==> src/rtl/fp_to_int_seq.sv <==
// fp_to_int_seq: iterative IEEE-754 single -> signed int32 converter, round to nearest even.
// Mantissa is aligned by at most SHIFT_STEP bits per cycle; start/done handshake.
//
// state | meaning
// IDLE  | waiting for start (ignored while done is high)
// LOAD  | decode captured operand; resolve specials or set up shift
// SHIFT | align mantissa, collecting guard/sticky on right shifts
// ROUND | round to nearest even, apply sign, write result and flags

module fp_to_int_seq #(
  parameter int SHIFT_STEP = 1
) (
  input  logic        clk,
  input  logic        reset,
  input  logic        start,
  input  logic [31:0] operand,
  output logic        busy,
  output logic        done,
  output logic [31:0] result,
  output logic        invalid,
  output logic        inexact
);

  typedef enum logic [1:0] {
    IDLE  = 2'd0,
    LOAD  = 2'd1,
    SHIFT = 2'd2,
    ROUND = 2'd3
  } state_t;

  localparam logic [4:0] STEP = 5'(SHIFT_STEP);

  state_t      state, state_nxt;
  logic [31:0] op_q, op_nxt;
  logic [31:0] wreg, wreg_nxt;
  logic [4:0]  cnt, cnt_nxt;
  logic        right, right_nxt;
  logic        guard, guard_nxt;
  logic        sticky, sticky_nxt;
  logic [31:0] result_nxt;
  logic        invalid_nxt;
  logic        inexact_nxt;
  logic        done_nxt;

  logic        op_s;
  logic [7:0]  op_e;
  logic [22:0] op_f;
  logic [31:0] sat;
  logic [4:0]  k;
  logic        lost;
  logic        g_out;
  logic [31:0] mag;

  assign op_s = op_q[31];
  assign op_e = op_q[30:23];
  assign op_f = op_q[22:0];
  assign sat  = op_s ? 32'h8000_0000 : 32'h7FFF_FFFF;
  assign busy = (state != IDLE) | done;

  // Per-cycle shift amount and the bits it drops (right shift only uses these)
  always_comb begin
    k     = (cnt < STEP) ? cnt : STEP;
    lost  = 1'b0;
    g_out = 1'b0;
    for (int i = 0; i < 8; i++) begin
      if (5'(i) + 5'd1 < k)  lost  = lost | wreg[i];
      if (5'(i) + 5'd1 == k) g_out = wreg[i];
    end
  end

  assign mag = wreg + {31'd0, guard & (sticky | wreg[0])};

  always_comb begin
    state_nxt   = state;
    op_nxt      = op_q;
    wreg_nxt    = wreg;
    cnt_nxt     = cnt;
    right_nxt   = right;
    guard_nxt   = guard;
    sticky_nxt  = sticky;
    result_nxt  = result;
    invalid_nxt = invalid;
    inexact_nxt = inexact;
    done_nxt    = 1'b0;

    case (state)
      IDLE: begin
        if (start && !done) begin
          op_nxt    = operand;
          state_nxt = LOAD;
        end
      end

      LOAD: begin
        state_nxt  = IDLE;
        guard_nxt  = 1'b0;
        sticky_nxt = 1'b0;
        wreg_nxt   = {8'd0, 1'b1, op_f};
        if (op_e == 8'd255) begin
          result_nxt  = (op_f != 23'd0) ? 32'd0 : sat;
          invalid_nxt = 1'b1;
          inexact_nxt = 1'b0;
          done_nxt    = 1'b1;
        end else if (op_e == 8'd0) begin
          result_nxt  = 32'd0;
          invalid_nxt = 1'b0;
          inexact_nxt = (op_f != 23'd0);
          done_nxt    = 1'b1;
        end else if (op_e >= 8'd158) begin
          // -2^31 is the only representable value at or beyond this magnitude
          if (op_q == 32'hCF00_0000) begin
            result_nxt  = 32'h8000_0000;
            invalid_nxt = 1'b0;
          end else begin
            result_nxt  = sat;
            invalid_nxt = 1'b1;
          end
          inexact_nxt = 1'b0;
          done_nxt    = 1'b1;
        end else if (op_e >= 8'd150) begin
          right_nxt = 1'b0;
          cnt_nxt   = 5'(op_e - 8'd150);
          state_nxt = (op_e == 8'd150) ? ROUND : SHIFT;
        end else begin
          right_nxt = 1'b1;
          cnt_nxt   = (op_e < 8'd125) ? 5'd25 : 5'(8'd150 - op_e);
          state_nxt = SHIFT;
        end
      end

      SHIFT: begin
        cnt_nxt = cnt - k;
        if (right) begin
          wreg_nxt   = wreg >> k;
          guard_nxt  = g_out;
          sticky_nxt = sticky | guard | lost;
        end else begin
          wreg_nxt = wreg << k;
        end
        if (cnt == k) state_nxt = ROUND;
      end

      ROUND: begin
        result_nxt  = op_s ? (~mag + 32'd1) : mag;
        inexact_nxt = guard | sticky;
        invalid_nxt = 1'b0;
        done_nxt    = 1'b1;
        state_nxt   = IDLE;
      end

      default: state_nxt = IDLE;
    endcase
  end

  always_ff @(posedge clk or posedge reset) begin
    if (reset) begin
      state   <= IDLE;
      op_q    <= 32'd0;
      wreg    <= 32'd0;
      cnt     <= 5'd0;
      right   <= 1'b0;
      guard   <= 1'b0;
      sticky  <= 1'b0;
      result  <= 32'd0;
      invalid <= 1'b0;
      inexact <= 1'b0;
      done    <= 1'b0;
    end else begin
      state   <= state_nxt;
      op_q    <= op_nxt;
      wreg    <= wreg_nxt;
      cnt     <= cnt_nxt;
      right   <= right_nxt;
      guard   <= guard_nxt;
      sticky  <= sticky_nxt;
      result  <= result_nxt;
      invalid <= invalid_nxt;
      inexact <= inexact_nxt;
      done    <= done_nxt;
    end
  end

endmodule

==> config.mk <==
export PLATFORM = sky130hd
export DESIGN_NAME = fp_to_int_seq
export DESIGN_NICKNAME = d
export VERILOG_FILES = /design/src/rtl/fp_to_int_seq.sv
export SDC_FILE = /design/constraint.sdc
export NUM_CORES = 1
export LEC_CHECK = 0
export ABC_AREA = 1
export BUFFER_PORTS_ARGS = -buffer_cell sky130_fd_sc_hd__buf_2
export CAP_MARGIN = 25
export CORE_ASPECT_RATIO = 0.8
export CORE_UTILIZATION = 55
export DETAILED_ROUTE_END_ITERATION = 6
export PLACE_DENSITY = 0.75
export SKIP_CTS_REPAIR_TIMING = 1
export SYNTH_ARGS = -nofsm -noshare
export SYNTH_HDL_FRONTEND = slang
export SYNTH_SLANG_ARGS = --single-unit
export TNS_END_PERCENT = 30
==> constraint.sdc <==
create_clock -name clk -period 4.3 [get_ports clk]
set_clock_uncertainty 0.15 [all_clocks]
set_input_delay 0.215 -clock clk [delete_from_list [all_inputs] [get_ports clk]]
set_output_delay 0.215 -clock clk [all_outputs]
set_load 0.005 [all_outputs]
* Yosys cells after proc, flatten, opt, wreduce, memory -nomap -nowiden
Cells that the tools add are included.
** Word-level totals
- Register bits :: 109
- Output and inout port bits :: 36
- Logic and storage cells :: 141
** Operators by class
- $add $sub $neg :: 5
- Magnitude comparators :: 12
- Equal/unequal tests :: 22
- Shift-type cells :: 2
- Mux-type cells :: 59
- Bitwise operators :: 16
- Reductions and logical operators :: 14
** Operator list (count)
- two-way mux 32 bit :: 8
- one-hot mux 32 bit (2 select lines) :: 2
- adder 32 x 1 -> 32 bit :: 1
- adder 32 x 1 -> 32 bit, second input constant :: 1
- == test 32 bit, second input constant :: 1
- NOT 32 bit :: 1
- << shifter 32 x 5 -> 32 bit :: 1
- right shift 32 x 5 -> 32 bit :: 1
- two-way mux 1 bit :: 31
- two-way mux 5 bit :: 6
- nonzero test 23 bit :: 1
- == test 3 x 5 -> 1 bit, first input constant :: 4
- < comparator 3 x 5 -> 1 bit, first input constant :: 4
- == test 8 bit, second input constant :: 2
- >= comparator 8 bit, second input constant :: 2
- != test 2 bit, second input constant :: 6
- OR 1 bit :: 11
- == test 2 x 5 -> 1 bit, first input constant :: 2
- < comparator 2 x 5 -> 1 bit, first input constant :: 2
- two-way mux 2 bit :: 5
- one-hot mux 1 bit (2 select lines) :: 5
- one-hot mux 5 bit (2 select lines) :: 1
- zero test 8 bit :: 1
- < comparator 8 x 7 -> 1 bit, second input constant :: 1
- 21 further kinds :: 30

* Depth between registers and ports, before layout
- Depth in word-level cells :: 21
- Gate-level depth with buffers :: 19
- Depth with buffers taken out :: 19

* Worst setup path after synthesis
No wires, ideal clock.
- Kind :: reg-to-reg
- Start :: register wreg[0]
- End :: register result[26]
- Library setup time :: 133 ps
- Arrival time :: 2380 ps
- Required time :: 4017 ps
- Setup slack :: 1637 ps
- Cell stages (with the launch flop) :: 18
- Clock period less this slack :: 2663 ps
- Cells stage by stage :: dfrtp_1 inv_1 a21oi_1 ha_1 ha_1 nand2_1 nor2_2 nand2_4 nor2_4 nand2_2 nand2_2 nand2_1 nor3_2 nand3_1 nand2_1 nand3_1 nand3_1 a21oi_1
** Between the ends
- Cells in the longest elaborated chain, start to end :: 7
** Ends and longest elaborated chain
- start, declared :: line 35 : logic [31:0] wreg, wreg_nxt;
- start signal, assigned :: line 171 : wreg <= wreg_nxt;
- OR 1 bit :: line 71 : assign mag = wreg + {31'd0, guard & (sticky | wreg[0])};
- AND 1 bit :: line 71
- adder 32 x 1 -> 32 bit (*) :: line 71
- NOT 32 bit :: line 144 : result_nxt = op_s ? (~mag + 32'd1) : mag;
- adder 32 x 1 -> 32 bit :: line 144
- two-way mux 32 bit (*) :: line 144
- one-hot mux 32 bit (2 select lines) (*) :: line 86 : case (state)
- end signal, assigned :: line 176 : result <= result_nxt;
- end, declared :: line 19 : output logic [31:0] result,
Every way passes the cells marked *; elsewhere a longest branch is shown, timed or not.
A chain may end at the register's enable or synchronous reset.

* Worst setup path after layout
Ends and elaborated chain as after synthesis.

==> metrics.md <==
| Metric | Value |
|---|---|
| Top cells by area, synth | `dfrtp_1 (37%), nand2_1 (14%), nor2_1 (6.8%), inv_1 (5.6%), nand3_1 (5.6%)` |
| Period utilization | `75.1%` |
| Crit start category | `register` |
| Rel. slew slack | `41.2%` |
| Cell with the most instances after synthesis | `nand2_1` |
| Synth warn | `0` |
| Crit path DAT | `between 3000 and 4000 ps` |
| Die footprint | `about 0.014 mm^2` |
| Hold crit path type | `input port to register` |
| Part of the Yosys area used for sequential elements | `37.1%` |
| Ys async rst share | `100%` |
| PwrDens | `about 800 mW/mm^2` |
| Switching Power | `3.45 mW` |
| Worst hold slack | `-48.9 ps` |
| Sw frac | `roughly 50%` |
| Drc violations | `0` |
| Register share of total power | `roughly 30%` |
| Clock tree sinks | `109` |
| Critical path class | `register to register` |
| Vias in the first global route | `6,937` |
| Ant. Diodes | `0` |
| Outcome | `finished with violations` |
| CP endpoint kind | `register` |
| Synth unique cells | `47` |
| Worst-margin pin slew | `~880 ps` |
| Fin crit period | `3230 ps` |
| Post-Syn Area | `0.00734 mm^2` |
| DR iter-0 viols | `929` |
| Die Width | `131 um` |
| Num rows | `37` |
| Starting Density | `56.7%` |
| HPWL after detailed placement | `approximately 16,000 um` |
| Internal cell power | `3.35 mW` |
| WL/cell | `16.0 um` |
| Maximum VDD drop | `0.339 mV` |
| GP Congestion | `0.944` |
| EDFF count, synth | `0` |
| Core Area | `0.0130 mm^2` |
| Required @ worst endpoint | `4360 ps` |
| Synth-to-Final Area Change | `15.4%` |
| Fraction of layout cells with a size suffix above 1 | `13.4%` |
| Total Routed Length | `21,300 um` |
| Initial antenna violation count | `0` |
| FF+latch count, synth | `around 110` |
| CTS tree | `done` |
| Grt ovf | `0` |
| Nets@finish | `1,198` |
| Post-synth top flop | `dfrtp_1` |
| Pleak | `around 4 nW` |
| Worst hold path stage count | `3` |
| Antenna viol nets, final | `0` |
| Synth Instances | `1,067` |
| Clock transition at path regs | `80 ps` |
| Num CTS Buffers | `9` |
| Die height | `between 100 and 150 um` |
| Setup TNS Final | `0 ps` |
| Comb power frac | `between 50% and 60%` |
| FF-to-FF path depth | `17` |
| Syn_area_per_cell | `6.88 um^2` |
| Failing checks | `hold timing` |
| Drt pass-1 iters | `5` |
| Boundary pin count | `71` |
| Syn nets | `1,117` |
| First-pass GRT wire length | `about 35,000 um` |
| Port Buffers | `70` |
| Skew-Pair Late Insertion Delay | `360 ps` |
| Total power | `6.80 mW` |
| Synth cell count leaders | `nand2_1 (266), nor2_1 (134), inv_1 (110)` |
| CTS Root Cell | `clkbuf_16` |
| H-tree levels | `3` |
| CP Max Fanout | `5` |
| RSZ-0062 raised after global routing | `false` |
| Top cell type by total area after synthesis | `dfrtp_1` |
| Fin. max-slew vios | `0` |
| Largest net degree at the start of global routing | `57` |
| Max_cap viols | `0` |
| Vias per inst | `5.67` |
| Vias | `7,533` |
| Max clock buf depth | `2` |
| Final hold vios | `4` |
| Final setup viols | `0` |
| F_max | `310 MHz` |
| Synth top area share | `37.1%` |
| Total track usage | `31.5%` |
| Clock share of power | `13.5%` |
[cell type report]
cell class                 count  area (um^2)
timing repair buffer         109          736
clock buffer                   9          225
multi-input combinational    803         4030
tap                          175          219
clock inverter                 7          104
sequential                   109         2730
fill                        1167         4490
inverter                     116          438
[worst paths after layout]
check / slack, ps / endpoint / from
max: 1070 / result[26] / wreg[0]
min: -50 / op_q[10] / operand[10]
max reg2reg: 1070 / result[26] / wreg[0]
min reg2reg: 370 / result[30] / result[30]
max in group asynchronous: 2770 / result[23] / reset
min in group asynchronous: 250 / done / reset
[cell usage in the layout (no fill, tap or decap), types with 2 or more instances in the layout]
cell type,synthesis,final
nand2_1,266,266
o21ai_0,81,81
nand3_2,2,3
a21oi_1,80,80
nor3_1,10,10
o221ai_1,6,6
nor4_1,4,4
nor2_4,6,6
a22o_1,2,2
ha_1,15,15
clkinv_8,0,3
dlygate4sd3_1,0,29
nor2_2,12,12
a22oi_1,4,4
a31oi_1,2,2
dfrtp_1,109,109
nand2_2,16,16
inv_2,5,5
xnor2_1,3,3
o211ai_1,2,2
nor2_1,134,134
o22ai_1,23,23
a221oi_1,2,2
mux2_2,7,7
buf_2,3,70
nand2_4,2,2
buf_4,1,9
nand3_1,82,81
xor2_1,13,13
nand4_1,14,14
inv_1,110,109
clkbuf_16,0,9
[critical path, cell delays in order (launching register included)]
cell     delay, ps
dfrtp_1        390
inv_1           70
a21oi_1        160
ha_1           280
ha_1           320
nand2_1        140
nor2_2         250
nand2_4        140
nor2_4         150
nand2_2         60
nand2_2         90
nand2_1         80
nor3_2         290
nand3_1        140
nand2_1        130
nand3_1         80
nand3_1         90
a21oi_1         60
[per-layer routing]
layer	wire (um)	vias up	global-route usage, %
li1	-	3676	-
met1	9830	3503	46.1
met2	9270	319	47.8
met3	1930	35	6.11
met4	276	0	7.06
met5	0	-	0
[state kept, by name (all words and copies together), names as in the netlist, named ones only]
name and cells:
guard 1, right 1, inexact 1, invalid 1
state 1, wreg 32, op_q 32, done 1
result 32, sticky 1, cnt 5
[power by group through the flow]
stage | registers, mW | clock network [mW] | logic, mW
after global placement | 2.04 | 0 | 3.70
after floorplan | 1.91 | 0 | 2.80
after CTS | 2.02 | 0.923 | 3.77
after detailed placement | 2.04 | 0 | 3.74
after global routing | 2.10 | 0.962 | 4.33
final | 2.04 | 0.920 | 3.84
[per-stage QoR]
stage | cell area, um^2 | std cells | setup slack (ps) | utilization (%)
2_1_floorplan | 7340 | 1067 | 1060 | -
3_3_place_gp | 7830 | 1282 | 1250 | 60.4
3_5_place_dp | 7860 | 1283 | 1150 | 60.6
4_1_cts | 8180 | 1299 | 1100 | 63.1
5_1_grt | 8470 | 1328 | 790 | 65.4
6_report | 8470 | 1328 | 1070 | 65.4
[cell families after synthesis]
| group | synth area share, % |
|---|---|
| buffers and inverters | 8.13 |
| muxes | 1.07 |
| xor gates and xnor gates | 2.28 |
| adders and majority gates | 2.56 |
| AOI/OAI and AO/OA | 16.0 |
| DFF | 37.1 |
| and+or+nand+nor | 32.8 |
No activity file was read; power rests on OpenSTA's default activity.
